--- src/rtl/manchester_frame_rx_if.sv ---
// Readout-link receive interface.
//   data_in     raw serial Manchester stream (asynchronous to clk)
//   data_out    last decoded payload, MSB = first bit received
//   data_valid  1-cycle pulse: data_out updated this cycle
//   frame_error 1-cycle pulse: a locked decode was aborted
//   busy        high while payload bits are being collected
// master = stream source / result consumer, slave = decoder.
interface manchester_frame_rx_if #(
   parameter int DATA_LENGTH = 20
);
   logic                   data_in;
   logic [DATA_LENGTH-1:0] data_out;
   logic                   data_valid;
   logic                   frame_error;
   logic                   busy;

   modport master (output data_in, input data_out, data_valid, frame_error, busy);
   modport slave  (input data_in, output data_out, data_valid, frame_error, busy);
endinterface

--- src/rtl/manchester_frame_rx.sv ---
// Manchester frame receiver for the counter readout stream.
// The line carries bit XOR tx-clock, so a rising mid-bit edge is a 1. Each
// frame is the preamble 1010 followed by DATA_LENGTH payload bits, MSB first.
// data_in is oversampled on clk; bit timing is recovered purely from the
// interval between successive edges.
// Ports:
//   clk    oversampling clock
//   reset  synchronous, active-high
//   bus    manchester_frame_rx_if.slave (data_in in; data_out, data_valid,
//          frame_error, busy out)
module manchester_frame_rx #(
   parameter int DATA_LENGTH = 20,
   parameter int BIT_CYCLES  = 16
) (
   input  logic                 clk,
   input  logic                 reset,
   manchester_frame_rx_if.slave bus
);
   localparam int SHORT_MIN = BIT_CYCLES / 4;
   localparam int LONG_MIN  = (3 * BIT_CYCLES) / 4;
   localparam int LONG_MAX  = (5 * BIT_CYCLES) / 4;
   localparam int TMO       = LONG_MAX + 1;
   localparam int TW        = $clog2(TMO + 1);
   localparam int CW        = $clog2(DATA_LENGTH + 1);

   localparam logic [TW-1:0] SHORT_MIN_T = TW'(SHORT_MIN);
   localparam logic [TW-1:0] LONG_MIN_T  = TW'(LONG_MIN);
   localparam logic [TW-1:0] LONG_MAX_T  = TW'(LONG_MAX);
   localparam logic [TW-1:0] TMO_T       = TW'(TMO);
   localparam logic [CW-1:0] LAST_BIT    = CW'(DATA_LENGTH - 1);

   typedef enum logic [1:0] {HUNT, SYNC, DATA} state_t;

   // input path
   logic sync1, sync2, prev;
   logic edge_q, lvl_q;

   // decoder state
   state_t                 state, state_n;
   logic [TW-1:0]          timer;
   logic                   prev_mid, prev_mid_n;
   logic [2:0]             win_hist, win_hist_n;   // three most recent mid-bit values
   logic [DATA_LENGTH-2:0] payload, payload_n;     // payload bits gathered so far
   logic [CW-1:0]          bit_cnt, bit_cnt_n;
   logic [DATA_LENGTH-1:0] data_out_r, data_out_n;
   logic                   valid_r, valid_n;
   logic                   err_r, err_n;

   // edge classification
   logic                   ev_mid, ev_bnd, ev_inv, timeout;
   logic [3:0]             win_sh;
   logic [DATA_LENGTH-1:0] pay_sh;

   // Synchronizer, registered copy, then one more stage so that the edge
   // flag and the post-edge level line up with the interval timer.
   always_ff @(posedge clk) begin
      if (reset) begin
         sync1  <= 1'b0;
         sync2  <= 1'b0;
         prev   <= 1'b0;
         edge_q <= 1'b0;
         lvl_q  <= 1'b0;
      end else begin
         sync1  <= bus.data_in;
         sync2  <= sync1;
         prev   <= sync2;
         edge_q <= sync2 ^ prev;
         lvl_q  <= sync2;
      end
   end

   // Cycles since the last edge; the value seen on an edge is its interval.
   always_ff @(posedge clk) begin
      if (reset)             timer <= '0;
      else if (edge_q)       timer <= TW'(1);
      else if (timer != TMO_T) timer <= timer + TW'(1);
   end

   // Short intervals alternate boundary/mid-bit; a long interval always lands
   // on a mid-bit edge, which is the only thing that can acquire lock.
   always_comb begin
      ev_mid = 1'b0;
      ev_bnd = 1'b0;
      ev_inv = 1'b0;
      if (edge_q) begin
         if (timer < SHORT_MIN_T || timer > LONG_MAX_T) begin
            ev_inv = 1'b1;
         end else if (timer < LONG_MIN_T) begin
            if (state != HUNT) begin
               if (prev_mid) ev_bnd = 1'b1;
               else          ev_mid = 1'b1;
            end
         end else begin
            if (prev_mid || state == HUNT) ev_mid = 1'b1;
            else                           ev_inv = 1'b1;
         end
      end
   end

   assign timeout = (state != HUNT) && (timer == TMO_T);
   assign win_sh  = {win_hist, lvl_q};
   assign pay_sh  = {payload, lvl_q};

   always_comb begin
      state_n    = state;
      prev_mid_n = prev_mid;
      win_hist_n = win_hist;
      payload_n  = payload;
      bit_cnt_n  = bit_cnt;
      data_out_n = data_out_r;
      valid_n    = 1'b0;
      err_n      = 1'b0;
      case (state)
         HUNT: begin
            if (ev_mid) begin
               state_n    = SYNC;
               prev_mid_n = 1'b1;
               win_hist_n = win_sh[2:0];
            end
         end
         SYNC: begin
            // timeout takes priority over any edge in the same cycle
            if (timeout || ev_inv) begin
               state_n    = HUNT;
               err_n      = 1'b1;
               prev_mid_n = 1'b0;
               win_hist_n = '0;
            end else if (ev_mid) begin
               prev_mid_n = 1'b1;
               win_hist_n = win_sh[2:0];
               if (win_sh == 4'b1010) begin
                  state_n    = DATA;
                  win_hist_n = '0;
                  bit_cnt_n  = '0;
               end
            end else if (ev_bnd) begin
               prev_mid_n = 1'b0;
            end
         end
         DATA: begin
            if (timeout || ev_inv) begin
               state_n    = HUNT;
               err_n      = 1'b1;
               prev_mid_n = 1'b0;
               win_hist_n = '0;
            end else if (ev_mid) begin
               prev_mid_n = 1'b1;
               payload_n  = pay_sh[DATA_LENGTH-2:0];
               bit_cnt_n  = bit_cnt + CW'(1);
               if (bit_cnt == LAST_BIT) begin
                  // stay locked so a back-to-back preamble is caught
                  data_out_n = pay_sh;
                  valid_n    = 1'b1;
                  state_n    = SYNC;
                  win_hist_n = '0;
               end
            end else if (ev_bnd) begin
               prev_mid_n = 1'b0;
            end
         end
         default: begin
            state_n    = HUNT;
            prev_mid_n = 1'b0;
            win_hist_n = '0;
         end
      endcase
   end

   always_ff @(posedge clk) begin
      if (reset) begin
         state      <= HUNT;
         prev_mid   <= 1'b0;
         win_hist   <= '0;
         payload    <= '0;
         bit_cnt    <= '0;
         data_out_r <= '0;
         valid_r    <= 1'b0;
         err_r      <= 1'b0;
      end else begin
         state      <= state_n;
         prev_mid   <= prev_mid_n;
         win_hist   <= win_hist_n;
         payload    <= payload_n;
         bit_cnt    <= bit_cnt_n;
         data_out_r <= data_out_n;
         valid_r    <= valid_n;
         err_r      <= err_n;
      end
   end

   assign bus.data_out    = data_out_r;
   assign bus.data_valid  = valid_r;
   assign bus.frame_error = err_r;
   assign bus.busy        = (state == DATA);
endmodule

--- src/flat_wrapper.sv ---
// flat-port wrapper written by rule: the top's interface ports become plain ports
module manchester_frame_rx_flat 
#(
   parameter int DATA_LENGTH = 20,
   parameter int BIT_CYCLES  = 16
)
  (clk, reset, bus_data_in, bus_data_out, bus_data_valid, bus_frame_error, bus_busy);
  manchester_frame_rx_if #(.DATA_LENGTH(DATA_LENGTH)) bus_i ();
  input  logic clk;
  input  logic reset;
  input wire logic [$bits(bus_i.data_in)-1:0] bus_data_in;
  output wire logic [$bits(bus_i.data_out)-1:0] bus_data_out;
  output wire logic [$bits(bus_i.data_valid)-1:0] bus_data_valid;
  output wire logic [$bits(bus_i.frame_error)-1:0] bus_frame_error;
  output wire logic [$bits(bus_i.busy)-1:0] bus_busy;
  assign bus_i.data_in = bus_data_in;
  assign bus_data_out = bus_i.data_out;
  assign bus_data_valid = bus_i.data_valid;
  assign bus_frame_error = bus_i.frame_error;
  assign bus_busy = bus_i.busy;
  manchester_frame_rx #(.DATA_LENGTH(DATA_LENGTH), .BIT_CYCLES(BIT_CYCLES)) u_core (.clk(clk), .reset(reset), .bus(bus_i));
endmodule
--- config.mk ---
export PLATFORM = sky130hd
export DESIGN_NAME = manchester_frame_rx_flat
export DESIGN_NICKNAME = d
export VERILOG_FILES = /design/src/rtl/manchester_frame_rx_if.sv /design/src/rtl/manchester_frame_rx.sv /design/src/flat_wrapper.sv
export SDC_FILE = /design/constraint.sdc
export NUM_CORES = 1
export LEC_CHECK = 0
export ABC_CLOCK_PERIOD_IN_PS = 2780
export CORE_ASPECT_RATIO = 0.8
export CORE_MARGIN = 4
export CORE_UTILIZATION = 43
export DETAILED_ROUTE_END_ITERATION = 8
export GPL_TIMING_DRIVEN = 0
export PLACE_DENSITY_LB_ADDON = 0.08
export SLEW_MARGIN = 40
export SYNTH_ARGS = -nofsm -noshare
export SYNTH_HDL_FRONTEND = slang
export SYNTH_SLANG_ARGS = --single-unit
--- constraint.sdc ---
create_clock -name clk -period 2.78 [get_ports clk]
set_input_delay 0.278 -clock clk [delete_from_list [all_inputs] [get_ports clk]]
set_output_delay 0.278 -clock clk [all_outputs]
set_load 0.02 [all_outputs]
==> metrics.csv, run 1 <==
stage,metric,value,unit
layout,drive_above_1_share,0.1023,
critical_path,crit_top_cell,ha_1,
critical_path,cp.arrival,2.85,ns
global_routing,first_global_vias,1776,
sta,setup_ws,0.1532,ns
sta,finalCriticalPeriod,2.627,ns
floorplanning,io_pins,26,
place,numPortBuffers,25,
synth,netlist_instances,262,
routing,vias_per_cell,4.984,
clocking,cts_buffers,9,
routing,ant_nets,0,
sta,slew_headroom,0.5994,
floorplanning,coreArea,5912,um^2
global_routing,grt_max_degree,12,
clocking,holdBufCountCts,0,
clocking,clkTransAtPathRegs,0.07,ns
floorplanning,die_area,7394,um^2
sta,finalHoldViolCount,0,
power,p_leak,1.464,nW
global_routing,grt_use_total,0.1528,
floorplanning,start_util,0.4419,
global_routing,grt_overflow,0,
place,preCtsSetupSlack,0.1799,ns
clocking,clock_sinks,61,
power,powerDensity,587.2,nW/um^2
clocking,cts_tree,done,
synth,ys_seq_elements,61,
critical_path,crit_type,flop to flop,
sta,fin_hold_ws,0.4344,ns
global_routing,grt_pass1_wl,8583,um
synth,synth_cell_types,48,
place,dp_hpwl,3544,um
routing,wl_per_cell,13.54,um
sta,finalCritPeriodShare,0.9449,
clocking,cts_root_buf,clkbuf_8,
layout,nets,309,
sta,setup_viol,0,
floorplanning,die_w,95.15,um
clocking,cts.path.max_buffers,2,
critical_path,crit_fanout,6,
routing,vias,1914,
critical_path,critPathMaxStageDelay,0.55,ns
clocking,insertion_delay,0.34,ns
routing,first_iter_violations,53,
layout,final_core_util,0.5403,
layout,num_antenna_cells,0,
critical_path,end_kind,flop,
floorplanning,rows,25,
synth,ys.warnings.count,0,
sta,final.setup_skew,0.007474,ns
clocking,ctsResizeCount,0,
layout,nFillCells,540,
job,maxCapViolCount,0,
synth,syn_area,2613,um^2
power,ir_worst_vdd,0.3638,mV
critical_path,crit_required,3.00,ns
layout,design_area,3194,um^2
routing,drc,0,
sta,slew_violations,0,
layout,area_delta_synth_final,22.27,%
critical_path,slowest_stage,a2111oi_0,
synth,synth_nets,273,
place,gp_congestion,0.8143,
clocking,post-cts-setup-buffer-count,0,
clocking,cts-htree-levels,3,
routing,drt_first_pass_iters,4,
floorplanning,die_height,77.72,um
status,status,"complete, no violations",
critical_path,cp_cell_sequence,inv_1 -> ha_1 -> nor2_1 -> ha_1 -> nand2_1 -> a2111oi_0 -> a211oi_1 -> a21oi_4 -> mux2_1,
global_routing,grt_antenna_before_repair,0,
routing,wirelength,5199,um
synth,avgSynthCellArea,9.971,um^2
min_path,hold_path_class,flop to flop,
sta,fin_tns_setup,0,ns
place,post_dp_cell_area,2964,um^2
sta,max_freq,380.7,MHz
synth,seq_area_frac_synth,0.4674,
layout,final_cell_mix,"dfxtp_1, nor2_1, mux2i_1",
critical_path,start_kind,flop,
sta,tightest_slew,0.5923,ns
layout,final_common_cell,dfxtp_1,
sta,grt_setup_unrepaired,no,
## synth_stat cells (all sizes together)
library cell  instances  area, um^2
a21o                  1       7.510
or3                   1       11.26
or3b                  1       8.760
ha                    8       100.1
or2                   1       6.260
o22ai                 2       12.51
nand4                 1       6.260
xor2                  2       17.52
o21ai                 6       30.03
buf                   7       41.29
dfxtp                61        1221
and4b                 1       10.01
o32ai                 1       8.760
o32a                  1       10.01
clkbuf                7       26.28
nor2                 51       191.4
nand3b                2       15.01
a2111oi               3       27.53
nand3                 8       40.04
nor2b                 8       50.05
inv                   6       22.52
o41ai                 1       16.27
o211a                 1       10.01
and3                  1       6.260
a211oi                2       27.53
a31oi                 3       18.77
a21boi                2       18.77
nor3                  3       20.02
nor4bb                2       20.02
xnor2                 4       35.03
a21oi                 6       41.29
nand2b                4       25.02
nand2                 3       11.26
o21a                  1       7.510
o31ai                 2       15.01
mux2                  3       33.78
nor3b                 1       7.510
and2                  1       6.260
mux2i                41       410.4
nand4b                2       17.52
## cells by family after synthesis
family / count (synthesis) / share of synthesized area
simple gates: 91 / 0.1734
flops: 61 / 0.4674
mux: 44 / 0.1700
compound gates: 32 / 0.09627
buf+inv: 20 / 0.03448
fa+ha+maj: 8 / 0.03832
xor+xnor: 6 / 0.02011
## routing by layer
| layer | global-route usage | routed length [um] | vias to the layer above |
|---|---|---|---|
| li1 | - | - | 984 |
| met1 | 0.2031 | 2674 | 899 |
| met2 | 0.2222 | 2281 | 21 |
| met3 | 0.06589 | 186 | 10 |
| met4 | 0.04755 | 56 | 0 |
| met5 | 0 | 0 | - |
## worst max-delay path: cells and delay by family, from the launching register on
kind / cells / cell delay [ns]
mux: 1 / 0.35
buf+inv: 1 / 0.12
simple gates: 2 / 0.17
fa+ha+maj: 2 / 0.55
flops: 1 / 0.33
compound gates: 3 / 1.00
## registers in the layout, summed over array words and instances, names as in the netlist, 2 cells and up
signal               flops
u_core.state             2
u_core.bit_cnt           5
u_core.timer             5
u_core.win_hist          3
u_core.bus.data_out     20
u_core.payload          19
## path summary, 6_finish.rpt
| check | startpoint | endpoint | slack, ns | cells past startpoint |
|---|---|---|---|---|
| worst min register to register | u_core.sync1$_SDFF_PP0_ | u_core.sync2$_SDFF_PP0_ | 0.43 | 1 |
| worst max register to register | u_core.state[1]$_SDFFE_PP0P_ | u_core.win_hist[1]$_SDFFE_PP0P_ | 0.15 | 9 |
| worst min-delay path | u_core.sync1$_SDFF_PP0_ | u_core.sync2$_SDFF_PP0_ | 0.43 | 1 |
| worst max-delay path | u_core.state[1]$_SDFFE_PP0P_ | u_core.win_hist[1]$_SDFFE_PP0P_ | 0.15 | 9 |
## layout make-up
| cell class | instances | area, um^2 | area share |
|---|---|---|---|
| multi-input combinational | 181 | 1308 | 0.4093 |
| sequential | 61 | 1221 | 0.3823 |
| timing repair buffer | 25 | 250.2 | 0.07834 |
| clock buffer | 10 | 137.6 | 0.04309 |
| tap | 81 | 101.3 | 0.03173 |
| clock inverter | 6 | 86.33 | 0.02703 |
| buffer | 14 | 67.56 | 0.02115 |
| inverter | 6 | 22.52 | 0.007051 |
## through the flow
stage	std cells	power (W)
2_1_floorplan	262	0.0009915
3_3_place_gp	368	0.001017
3_5_place_dp	368	0.001017
4_1_cts	384	0.001900
5_1_grt	384	0.001947
6_report	384	0.001876
## where the power goes
group          internal (W)  total, W  switching [W]
Sequential         0.000882  0.000892     0.00000915
Combinational     0.0000414  0.000106      0.0000644
Clock              0.000527  0.000878       0.000351
Power figures use the tool's default switching activity.
==> run 2, diff against run 1 <==
ABC_CLOCK_PERIOD_IN_PS = 2300   (was 2780)
clock period = 2.3 ns   (was 2.78 ns; I/O delays follow)
==> run 2 against run 1 <==
- total power up 23%
- sequential power up 21%
- first-iteration DRC count grew 45%
- global-route usage rose by 0.14 points
- non-clock buffer count increased by 14
- critical path type unchanged
==> metrics.csv, run 2 (synthesis gave the netlist of run 1 again) <==
stage,metric,value,unit
sta,finalCriticalPeriod,2.229,ns
layout,design_area,3406,um^2
floorplanning,start_util,0.4419,
global_routing,grt-busiest-layer,met2,
layout,largest_reg_flops,20,
power,clock_power_share,0.462,
global_routing,met2_usage,0.2285,
routing,wl_per_cell,13.76,um
status,status,"complete, no violations",
critical_path,start_kind,flop,
global_routing,grtUsageMet1,0.2019,
clocking,cts_tree,done,
min_path,hold_path_end,u_core.sync2$_SDFF_PP0_,
floorplanning,die_area,7394,um^2
layout,final_cell_mix,"dfxtp_1, nor2_1, mux2i_1",
clocking,cts-htree-levels,3,
routing,drt_first_pass_iters,4,
critical_path,crit_fanout,10,
place,numPortBuffers,25,
sta,max_freq,448.6,MHz
layout,num_antenna_cells,0,
clocking,clock_sinks,61,
place,gp_congestion,0.8143,
layout,area_delta_synth_final,30.36,%
global_routing,grt_use_total,0.1542,
global_routing,grt_antenna_before_repair,0,
floorplanning,io_pins,26,
critical_path,reg2reg_slack,0.07,ns
critical_path,rr_startpoint,u_core.timer[3]$_SDFFE_PP0P_,
clocking,cts_root_buf,clkbuf_8,
critical_path,cp.arrival,2.44,ns
power,ir_worst_vdd,0.4417,mV
routing,vias_per_cell,4.947,
clocking,insertion_delay,0.34,ns
power,p_leak,1.551,nW
floorplanning,die_height,77.72,um
critical_path,crit_type,flop to flop,
critical_path,crit_required,2.51,ns
floorplanning,rows,25,
global_routing,first_global_vias,1815,
critical_path,cp_top_family,buffers and inverters,
critical_path,r2r_cells,10,
sta,slew_headroom,0.4778,
critical_path,worst-path-buf-inv,3,
layout,finalNonFillerCells,398,
power,p_int,0.001773,W
layout,final_common_cell,dfxtp_1,
clocking,cts_buffers,9,
layout,final_core_util,0.5761,
min_path,hold_path_class,flop to flop,
layout,nets,323,
critical_path,slowest_stage,dfxtp_1,
global_routing,globalRouteMet3Util,0.06589,
power,power,0.002300,W
layout,register_area,1221,um^2
job,maxCapViolCount,0,
layout,nFillCells,528,
routing,wirelength,5476,um
routing,vias,1969,
sta,finalHoldViolCount,0,
sta,finalCritPeriodShare,0.9692,
critical_path,cp_cell_sequence,a21o_1 -> ha_1 -> nand2_2 -> a211oi_4 -> buf_6 -> nand4_1 -> buf_6 -> buf_2 -> mux2i_1 -> nor2_1,
power,combPwrFrac,0.067,
layout,multiInputGateArea,1381,um^2
critical_path,cp-startpoint,u_core.timer[3]$_SDFFE_PP0P_,
routing,first_iter_violations,77,
critical_path,critPathMaxStageDelay,0.41,ns
clocking,holdBufCountCts,0,
place,dp_hpwl,3544,um
sta,final.setup_skew,0.008033,ns
min_path,hold_depth,1,
layout,drive_above_1_share,0.1672,
sta,slew_violations,0,
power,p_seq_frac,0.470,
clocking,cts.path.max_buffers,2,
critical_path,r2r_end,u_core.bus.data_out[19]$_SDFFE_PP0P_,
global_routing,grt_pass1_wl,8714,um
critical_path,end_kind,flop,
floorplanning,coreArea,5912,um^2
routing,ant_nets,0,
place,post_dp_cell_area,2964,um^2
critical_path,crit_top_cell,buf_6,
power,switching_power,0.0005273,W
power,switching_share,0.2293,
routing,drc,0,
floorplanning,die_w,95.15,um
sta,fin_tns_setup,0,ns
place,placedCellCount,368,
sta,setup_viol,0,
global_routing,grt_max_degree,12,
power,powerDensity,675.3,nW/um^2
min_path,hp-start,u_core.sync1$_SDFF_PP0_,
sta,tightest_slew,0.7727,ns
global_routing,grt_overflow,0,
clocking,clkTransAtPathRegs,0.07,ns
==> run 2: cell types whose count changed in the layout (fill, tap and decap cells not counted), moves of 2 or more <==
| cell | delta |
|---|---|
| buf_2 | -4 |
| inv_2 | +2 |
| buf_4 | +12 |
| inv_1 | -2 |
| buf_6 | +6 |
==> run 2: area by class of cell <==
class	instances	share of cell area
flip-flops and latches	61	0.3586
multi-input cells	181	0.4056
plain buffers	12	0.02241
repair buffers	41	0.1113
clock inverters	6	0.02535
clock buffers	10	0.04041
well taps	81	0.02976
inverters	6	0.006613
==> run 2: what timing repair did <==
action / CTS / global route
pin swaps: 2 / 5
resized for setup: 13 / 10
gates cloned: 0 / 1
setup endpoints to repair: 45 / 33
buffers inserted: 3 / 12
==> run 2: how the worst max path moves through the flow <==
stage	cells after the start	to	slack (ns)
after CTS	9	u_core.state[0]$_SDFFE_PP0P_	0.01
final	10	u_core.bus.data_out[19]$_SDFFE_PP0P_	0.07
after floorplan	9	u_core.win_hist[1]$_SDFFE_PP0P_	0.06
after global placement	9	u_core.win_hist[1]$_SDFFE_PP0P_	-0.24
after global routing	10	u_core.bus.data_out[4]$_SDFFE_PP0P_	-0.02
after detailed placement	9	u_core.win_hist[1]$_SDFFE_PP0P_	-0.30
==> run 2: power by group through the flow <==
stage | clock [W] | sequential [W] | combinational, W
6_report | 0.00106 | 0.00108 | 0.000155
5_1_grt | 0.00113 | 0.00108 | 0.000170
4_1_cts | 0.00109 | 0.00108 | 0.000144
3_5_place_dp | 0 | 0.00110 | 0.000127
3_3_place_gp | 0 | 0.00110 | 0.000127
2_1_floorplan | 0 | 0.00110 | 0.0000993
==> run 2: routing by layer <==
metal,vias to the layer above,part of all wire
li1,1010,-
met1,916,0.48
met2,33,0.46
met3,10,0.050
met4,0,0.014
met5,-,0
==> run 2: per-stage QoR <==
stage	worst slack, ns	hold WS (ns)
after floorplan	0.05677	0.3582
after global placement	-0.2409	0.4230
after detailed placement	-0.3001	0.4223
after CTS	0.009581	0.4333
after global routing	-0.02212	0.4431
final	0.07076	0.4344
